## src/rtl/counter_pkg.sv

```systemverilog
`default_nettype none
// ============================================================================
// Module   : counter_pkg (package)
// Purpose  : Constants, types and helpers shared by the param_counter files.
//            Holds the mode constants (wrap/saturate), the direction
//            constants (down/up), the per-cycle action encoding and a
//            helper that sizes the prescaler counter.
// Ports    : none (package)
// Revision : 1.0  initial release
// ============================================================================
package counter_pkg;

   // End-of-range behaviour selected by the mode input
   localparam logic MODE_WRAP = 1'b0;
   localparam logic MODE_SAT  = 1'b1;

   // Count direction selected by the up_dn input
   localparam logic DIR_DOWN  = 1'b0;
   localparam logic DIR_UP    = 1'b1;

   // Largest legal tick divisor
   localparam int unsigned PRESCALE_LIMIT = 65535;

   // What the counter does on a given edge, in priority order
   typedef enum logic [1:0] {
      ACT_HOLD  = 2'd0,
      ACT_STEP  = 2'd1,
      ACT_LOAD  = 2'd2,
      ACT_CLEAR = 2'd3
   } action_e;

   // Bits needed to hold 0..n-1, never less than one bit
   function automatic int unsigned cnt_bits(input int unsigned n);
      return (n <= 1) ? 1 : $clog2(n);
   endfunction

endpackage : counter_pkg
`default_nettype wire

```

## src/rtl/param_counter_if.sv

```systemverilog
`default_nettype none
// ============================================================================
// Module   : param_counter_if (interface)
// Purpose  : Control and status bundle of the param_counter block.
// Ports    : master modport - drives en, up_dn, mode, clear, load, load_val
//                             and observes count, tc, sat
//            slave modport  - the counter side (inverse directions)
// Revision : 1.0  initial release
// ============================================================================
interface param_counter_if #(
   parameter int WIDTH = 3
);
   logic             en;
   logic             up_dn;
   logic             mode;
   logic             clear;
   logic             load;
   logic [WIDTH-1:0] load_val;
   logic [WIDTH-1:0] count;
   logic             tc;
   logic             sat;

   modport master (
      output en, up_dn, mode, clear, load, load_val,
      input  count, tc, sat
   );

   modport slave (
      input  en, up_dn, mode, clear, load, load_val,
      output count, tc, sat
   );
endinterface : param_counter_if
`default_nettype wire

```

## src/rtl/tick_prescaler.sv

```systemverilog
`default_nettype none
// ============================================================================
// Module   : tick_prescaler
// Purpose  : Divides enabled clock edges by PRESCALE. tick is high on every
//            PRESCALE-th edge that has en=1; the phase only advances while
//            en=1 and is cleared by restart.
// Ports    : clk     in  clock, rising edge
//            rst     in  asynchronous reset, active low
//            en      in  advance the phase on this edge
//            restart in  synchronous phase restart (wins over en)
//            tick    out current edge completes a period (combinational)
// Revision : 1.0  initial release
// ============================================================================
module tick_prescaler
   import counter_pkg::*;
#(
   parameter int unsigned PRESCALE = 1
) (
   input  wire logic clk,
   input  wire logic rst,
   input  wire logic en,
   input  wire logic restart,
   output logic      tick
);

   localparam int unsigned   CW     = cnt_bits(PRESCALE);
   localparam logic [CW-1:0] C_LAST = CW'(PRESCALE - 1);

   logic [CW-1:0] r_phase;
   logic          w_last;

   assign w_last = (r_phase == C_LAST);
   assign tick   = en && w_last;

   always_ff @(posedge clk or negedge rst) begin
      if (!rst) begin
         r_phase <= '0;
      end else if (restart) begin
         r_phase <= '0;
      end else if (en) begin
         r_phase <= w_last ? '0 : r_phase + CW'(1);
      end
   end

endmodule : tick_prescaler
`default_nettype wire

```

## src/rtl/param_counter.sv

```systemverilog
`default_nettype none
// ============================================================================
// Module   : param_counter
// Purpose  : WIDTH-bit up/down counter with configurable upper limit MAX,
//            wrap or saturate end behaviour, synchronous clear/load, a
//            registered terminal-count pulse and a saturation flag.
//            Priority per edge: clear > load > step > hold.
//            Build option PARAM_COUNTER_PRESCALE_EN: when defined, steps are
//            gated by a tick_prescaler dividing enabled edges by PRESCALE;
//            when undefined, every enabled edge steps and PRESCALE is unused.
// Ports    : clk  in  clock, rising edge
//            rst  in  asynchronous reset, active low
//            bus  slave modport of param_counter_if:
//                 en, up_dn, mode, clear, load, load_val in
//                 count, tc, sat                         out (registered)
// Revision : 1.0  initial release
// ============================================================================
module param_counter
   import counter_pkg::*;
#(
   parameter int               WIDTH    = 3,
   parameter logic [WIDTH-1:0] MAX      = {WIDTH{1'b1}},
   parameter int unsigned      PRESCALE = 1
) (
   input  wire logic       clk,
   input  wire logic       rst,
   param_counter_if.slave  bus
);

   // Elaboration-time range checks on the configuration
   if (WIDTH < 1 || WIDTH > 32) begin : g_bad_width
      $error("param_counter: WIDTH must be in 1..32");
   end
   if (MAX == '0) begin : g_bad_max
      $error("param_counter: MAX must be at least 1");
   end
   if (PRESCALE < 1 || PRESCALE > PRESCALE_LIMIT) begin : g_bad_prescale
      $error("param_counter: PRESCALE must be in 1..65535");
   end

   logic [WIDTH-1:0] r_count;
   logic             r_tc;
   logic             r_sat;

   logic [WIDTH-1:0] w_count_nxt;
   logic             w_tc_nxt;
   logic             w_sat_nxt;
   logic             w_tick;
   logic             w_at_limit;
   action_e          w_act;

   // ------------------------------------------------------------------------
   // Tick source
   // ------------------------------------------------------------------------
`ifdef PARAM_COUNTER_PRESCALE_EN
   logic w_restart;

   // Clear or load starts a fresh prescale period
   assign w_restart = bus.clear | bus.load;

   tick_prescaler #(
      .PRESCALE (PRESCALE)
   ) u_prescaler (
      .clk     (clk),
      .rst     (rst),
      .en      (bus.en),
      .restart (w_restart),
      .tick    (w_tick)
   );
`else
   assign w_tick = 1'b1;
`endif

   // ------------------------------------------------------------------------
   // Action decode
   // ------------------------------------------------------------------------
   always_comb begin
      w_act = ACT_HOLD;
      if (bus.clear) begin
         w_act = ACT_CLEAR;
      end else if (bus.load) begin
         w_act = ACT_LOAD;
      end else if (bus.en && w_tick) begin
         w_act = ACT_STEP;
      end
   end

   // Terminal value depends on the direction of the step being taken
   assign w_at_limit = (bus.up_dn == DIR_UP) ? (r_count == MAX)
                                             : (r_count == '0);

   // ------------------------------------------------------------------------
   // Next-state logic
   // ------------------------------------------------------------------------
   always_comb begin
      w_count_nxt = r_count;
      w_tc_nxt    = 1'b0;
      w_sat_nxt   = r_sat;
      case (w_act)
         ACT_CLEAR: begin
            w_count_nxt = '0;
            w_sat_nxt   = 1'b0;
         end
         ACT_LOAD: begin
            // Out-of-range load values are clamped so count never exceeds MAX
            w_count_nxt = (bus.load_val > MAX) ? MAX : bus.load_val;
            w_sat_nxt   = 1'b0;
         end
         ACT_STEP: begin
            w_tc_nxt = w_at_limit;
            if (w_at_limit) begin
               if (bus.mode == MODE_SAT) begin
                  w_sat_nxt = 1'b1;
               end else begin
                  w_count_nxt = (bus.up_dn == DIR_UP) ? '0 : MAX;
                  w_sat_nxt   = 1'b0;
               end
            end else begin
               // Not at a limit, so +1 cannot pass MAX and -1 cannot underflow
               w_count_nxt = (bus.up_dn == DIR_UP) ? r_count + WIDTH'(1)
                                                   : r_count - WIDTH'(1);
               w_sat_nxt   = 1'b0;
            end
         end
         default: begin
            w_count_nxt = r_count;
         end
      endcase
   end

   // ------------------------------------------------------------------------
   // State registers
   // ------------------------------------------------------------------------
   always_ff @(posedge clk or negedge rst) begin
      if (!rst) begin
         r_count <= '0;
         r_tc    <= 1'b0;
         r_sat   <= 1'b0;
      end else begin
         r_count <= w_count_nxt;
         r_tc    <= w_tc_nxt;
         r_sat   <= w_sat_nxt;
      end
   end

   assign bus.count = r_count;
   assign bus.tc    = r_tc;
   assign bus.sat   = r_sat;

endmodule : param_counter
`default_nettype wire

```

## src/flat_wrapper.sv

```systemverilog
// flat-port wrapper written by rule: the top's interface ports become plain ports
module param_counter_flat import counter_pkg::*;
#(
   parameter int               WIDTH    = 3,
   parameter logic [WIDTH-1:0] MAX      = {WIDTH{1'b1}},
   parameter int unsigned      PRESCALE = 1
)
  (clk, rst, bus_en, bus_up_dn, bus_mode, bus_clear, bus_load, bus_load_val, bus_count, bus_tc, bus_sat);
  param_counter_if #(.WIDTH(WIDTH)) bus_i ();
  input  wire logic clk;
  input  wire logic rst;
  input wire logic [$bits(bus_i.en)-1:0] bus_en;
  input wire logic [$bits(bus_i.up_dn)-1:0] bus_up_dn;
  input wire logic [$bits(bus_i.mode)-1:0] bus_mode;
  input wire logic [$bits(bus_i.clear)-1:0] bus_clear;
  input wire logic [$bits(bus_i.load)-1:0] bus_load;
  input wire logic [$bits(bus_i.load_val)-1:0] bus_load_val;
  output wire logic [$bits(bus_i.count)-1:0] bus_count;
  output wire logic [$bits(bus_i.tc)-1:0] bus_tc;
  output wire logic [$bits(bus_i.sat)-1:0] bus_sat;
  assign bus_i.en = bus_en;
  assign bus_i.up_dn = bus_up_dn;
  assign bus_i.mode = bus_mode;
  assign bus_i.clear = bus_clear;
  assign bus_i.load = bus_load;
  assign bus_i.load_val = bus_load_val;
  assign bus_count = bus_i.count;
  assign bus_tc = bus_i.tc;
  assign bus_sat = bus_i.sat;
  param_counter #(.WIDTH(WIDTH), .MAX(MAX), .PRESCALE(PRESCALE)) u_core (.clk(clk), .rst(rst), .bus(bus_i));
endmodule
```

## config.mk

```make
export PLATFORM = sky130hd
export DESIGN_NAME = param_counter_flat
export DESIGN_NICKNAME = d
export VERILOG_FILES = /design/src/rtl/counter_pkg.sv /design/src/rtl/param_counter_if.sv /design/src/rtl/tick_prescaler.sv /design/src/rtl/param_counter.sv /design/src/flat_wrapper.sv
export SDC_FILE = /design/constraint.sdc
export NUM_CORES = 1
export LEC_CHECK = 0
export ABC_AREA = 1
export ABC_CLOCK_PERIOD_IN_PS = 3200
export CAP_MARGIN = 20
export CORE_AREA = 3 3 40 42
export DETAILED_ROUTE_END_ITERATION = 7
export DIE_AREA = 0 0 43 45
export PLACE_DENSITY_LB_ADDON = 0.12
export SYNTH_ARGS = -nofsm -noshare
export SYNTH_HDL_FRONTEND = slang
export SYNTH_SLANG_ARGS = --single-unit
export TNS_END_PERCENT = 30
```

## constraint.sdc

```tcl
create_clock -name clk -period 3.2 [get_ports clk]
set_clock_uncertainty 0.05 [all_clocks]
set_input_delay 0.64 -clock clk [delete_from_list [all_inputs] [get_ports clk]]
set_output_delay 0.64 -clock clk [all_outputs]
set_load 0.01 [all_outputs]
```

* After elaboration in Yosys (flattened, before gate mapping) *
Index checks and enable logic that the tools add are counted.

word-level totals
  bits in registers = 5
  input port bits = 10
  output and inout bits = 5
  logic and storage cells = 30

cells by class
  add/sub/neg operators = 2
  order comparisons = 1
  equal/unequal tests = 5
  multiplexer cells = 14
  reduce and logical (&&, ||, !) cells = 5

operators by type and width
  cell                                                  count
  two-way mux 3 bit                                     5
  case mux 3 bit (3 select lines)                       1
  two-way mux 1 bit                                     5
  equality test 2 bit, second input constant            2
  two-way mux 2 bit                                     2
  adder 3 x 1 -> 3 bit, second input constant           1
  equality test 3 bit, second input constant            1
  greater-than comparator 3 bit, second input constant  1
  logical NOT 3 bit                                     1
  != test 3 bit, second input constant                  1
  nonzero test 3 bit                                    1
  subtractor 3 x 1 -> 3 bit, second input constant      1
  equality test 2 x 1 -> 1 bit, second input constant   1
  case mux 1 bit (2 select lines)                       1
  AND reduction 2 bit                                   1
  nonzero test 2 bit                                    1
  OR reduction 2 bit                                    1

* Logic depth before layout (Yosys ltp) *
  depth in word-level cells = 6
  depth in mapped cells = 11
  mapped depth without buffers = 11

* Worst setup path before layout *
Ideal clock, no wire load.

  kind = input -> register
  start point = input bus_load
  end point = register u_core.r_count[2] (netlist: u_core.bus.count[2])
  setup time = 65 ps
  arrival = 1559 ps
  data required time = 3085 ps
  path slack = 1526 ps
  stages = 11
  buffers on the path = 0
  cell sequence = inv_1 a21oi_1 inv_1 ha_1 nand2_1 clkinv_1 nand3_2 nand2_4 nor2_4 nand2_1 nand2_1

on the way
  cells in the longest elaborated chain, start to end = 5
  elaborated cells between the ends (all ways) = 9
  those cells by class = 4 x eq/ne; 3 x mux; 2 x reduce/logical

RTL lines
  what                                                                         RTL line              text
  start, declared                                                              flat_wrapper.sv:16    input wire logic [$bits(bus_i.load)-1:0] bus_load;
  two-way mux 2 bit *                                                          param_counter.sv:81   end else if (bus.load) begin
  two-way mux 2 bit *                                                          param_counter.sv:79   if (bus.clear) begin
  equality test 2 x 1 -> 1 bit / equality test 2 bit (equally long branches)   param_counter.sv:99   case (w_act)
  != test 3 bit (no source line) / nonzero test 3 bit (equally long branches)  --
  AND reduction 2 bit (no source line)                                         --
  end signal, assigned                                                         param_counter.sv:140  r_count <= w_count_nxt;
  end, declared                                                                param_counter.sv:41   logic [WIDTH-1:0] r_count;

Mark *: on every way between the ends. The rest lies on a longest branch, timed or not.
A chain may end at the register's enable or synchronous reset.

* Worst setup path in the final report *
  start point = input bus_load
  end point = register u_core.r_count[0] (netlist: u_core.bus.count[0])

The elaborated chain is that of the path after synthesis.

==> reports/results.ini <==
[cells_and_area]
finalNetCount = 93
layout_common_cells = nand2_1 (24), clkdlybuf4s50_1 (14), inv_1 (8)
drive_gt1_share_pct = 16.7
area_growth_pct = 44.3
fillers = 141
final_common_cell = nand2_1
num_antenna_cells = 0

[synth]
ys_ff_latch = 5
syn_area_um2 = 418
synth_cells = 60
syn_nets = 74
synth_cell_types = 17
synth.yosys.seq_area_share_pct = 29.9
ys_warn_count = 0
synth_area_per_cell_um2 = 6.97

[critical_path]
crit_arrival_ns = 2.14
regToRegStartpoint = u_core.bus.count[0]
crit_buf_inv = 4
critPathTopFamily = buffers and inverters
rr_endpoint = u_core.bus.count[2]
cpMostUsedCell = nand2_1
criticalPathCategory = in2reg
cp_max_fo = 5
critPathMaxStageDelay_ns = 0.47
crit_path_end_kind = flip-flop
startpoint_type = input pin
rr_worst_depth = 10
cp_slowest_cell = clkdlybuf4s50_1
r2r_slack_ns = 1.64
cp.required_ns = 3.33
crit_chain = clkdlybuf4s50_1 -> inv_1 -> a21oi_1 -> inv_1 -> ha_1 -> nand2_1 -> clkinv_1 -> nand3_2 -> nand2_4 -> nor2_4 -> nand2_1 -> nand2_1

[die]
die_h_um = 45
rows = 13
io_pins = 15
coreArea_mm2 = 0.00128
floorplan.die_area_mm2 = 0.00194
start_util_pct = 32.5
die-width_um = 43

[placement]
io_buffer_count = 14
place_hpwl_um = 714
pre_cts_slack_ns = 0.936
place_congestion = 0.686

[clock_tree]
clkLatencyLatePin_ns = 0.24
cts_buffers = 3
hold_buffers = 0
clockRootBuffer = clkbuf_4
cts_resized = 0
ctsLongestPathBuffers = 2
cts_sinks = 5
cts_max_level = 1
cts_setup_buffers = 0
clk_pin_slew_worst_paths_ns = 0.04
cts_tree = yes

[timing]
tightest_slew_ns = 0.243
setup_violations = 0
grt_setup_unrepaired = no
hold_viol = 0
maxSlewViolCount = 0
fin_hold_ws_ns = 0.434
fin_tns_setup_ns = 0
finalCriticalPeriod_ns = 2.01
slew-limit-headroom_pct = 83.8
timing.final.crit_share_pct = 62.9
max_freq_ghz = 0.497
setup_slack_ns = 1.19

[detailed_routing]
drt.antenna.violating_nets = 0
first_pass_iters = 4
drt_first_iter_violations = 9
wl_um = 864
num_vias = 405
wl_per_cell_um = 9.29
vias_per_cell = 4.35
drc = 0

[worst_hold_path]
hp-class = reg2reg
min_from = u_core.bus.sat
min_path_cells = 1
whs_endpoint = u_core.bus.sat

[global_route]
grt_max_degree = 6
grt_overflow = 0
grt_pass1_wl_um = 1520
antenna_found_initial = 0
grt_use_total_pct = 10.5
grt_pass1_vias = 384

[power]
vdd_ir_drop_max_mv = 0.205
power_leakage_nw = 0.310
power_density_mw_per_mm2 = 347

[flow_run]
max_cap_violations = 0

[outcome]
status = finished, final reports clean

==> logic make-up after synthesis <==
group,synth area share (%)
buffers and inverters,10.8
flip-flops,29.9
adder cells (fa/ha/maj),13.8
AO/OA/AOI/OAI,4.19
AND/OR/NAND/NOR,41.3
==> power breakdown <==
group	leakage (nW)	internal (mW)	total [mW]	switching, mW
clock network	0.0150	0.0470	0.0712	0.0242
logic	0.227	0.0326	0.0653	0.0327
registers	0.0678	0.0678	0.0726	0.00482
total	0.310	0.147	0.209	0.0617
==> synth_stat cells <==
| cell | instances | share of area (%) |
|---|---|---|
| a21oi_1 | 1 | 1.2 |
| clkinv_1 | 1 | 0.90 |
| dfrtp_1 | 5 | 30 |
| fa_1 | 1 | 4.8 |
| ha_1 | 3 | 9.0 |
| inv_1 | 8 | 7.2 |
| inv_2 | 3 | 2.7 |
| nand2_1 | 24 | 22 |
| nand2_2 | 2 | 3.0 |
| nand2_4 | 1 | 2.7 |
| nand3_1 | 2 | 2.4 |
| nand3_2 | 2 | 4.8 |
| nor2_1 | 3 | 2.7 |
| nor2_2 | 1 | 1.5 |
| nor2_4 | 1 | 2.7 |
| o21a_1 | 1 | 1.8 |
| o21ai_0 | 1 | 1.2 |
==> through the flow <==
stage	instance area, um2	util, %	std cells	power, mW
6_report	603	46.9	93	0.209
2_1_floorplan	418	-	60	0.110
5_1_grt	603	46.9	93	0.226
4_1_cts	603	46.9	93	0.213
3_3_place_gp	577	44.9	89	0.139
3_5_place_dp	577	44.9	89	0.140
==> layer usage <==
metal / GRT usage [%] / part of all wire, %
met4: 3.61 / 0
met2: 15.6 / 45
met3: 5.18 / 7.9
met1: 13.4 / 47
met5: 0 / 0
==> layout make-up <==
class,instances,area (um2),area share [%]
multi-input cells,43,248,41.1
inverters,12,45.0,7.47
repair buffers,14,140,23.2
flip-flops and latches,5,125,20.7
clock buffers,4,26.3,4.36
well taps,15,18.8,3.11
==> worst max-delay path by stage <==
stage,from,end,depth (start not counted)
after floorplan,bus_load,u_core.bus.count[2],11
after global placement,bus_load,u_core.bus.count[2],12
after detailed placement,bus_load,u_core.bus.count[2],12
after CTS,bus_load,u_core.bus.count[2],12
after global routing,bus_load,u_core.bus.count[2],12
final,bus_load,u_core.bus.count[0],12
==> flip-flops by register name (all words and copies together), names as in the netlist <==
signal	flops
u_core.bus.count	3
u_core.bus.sat	1
u_core.bus.tc	1
Power figures use the tool's default switching activity.
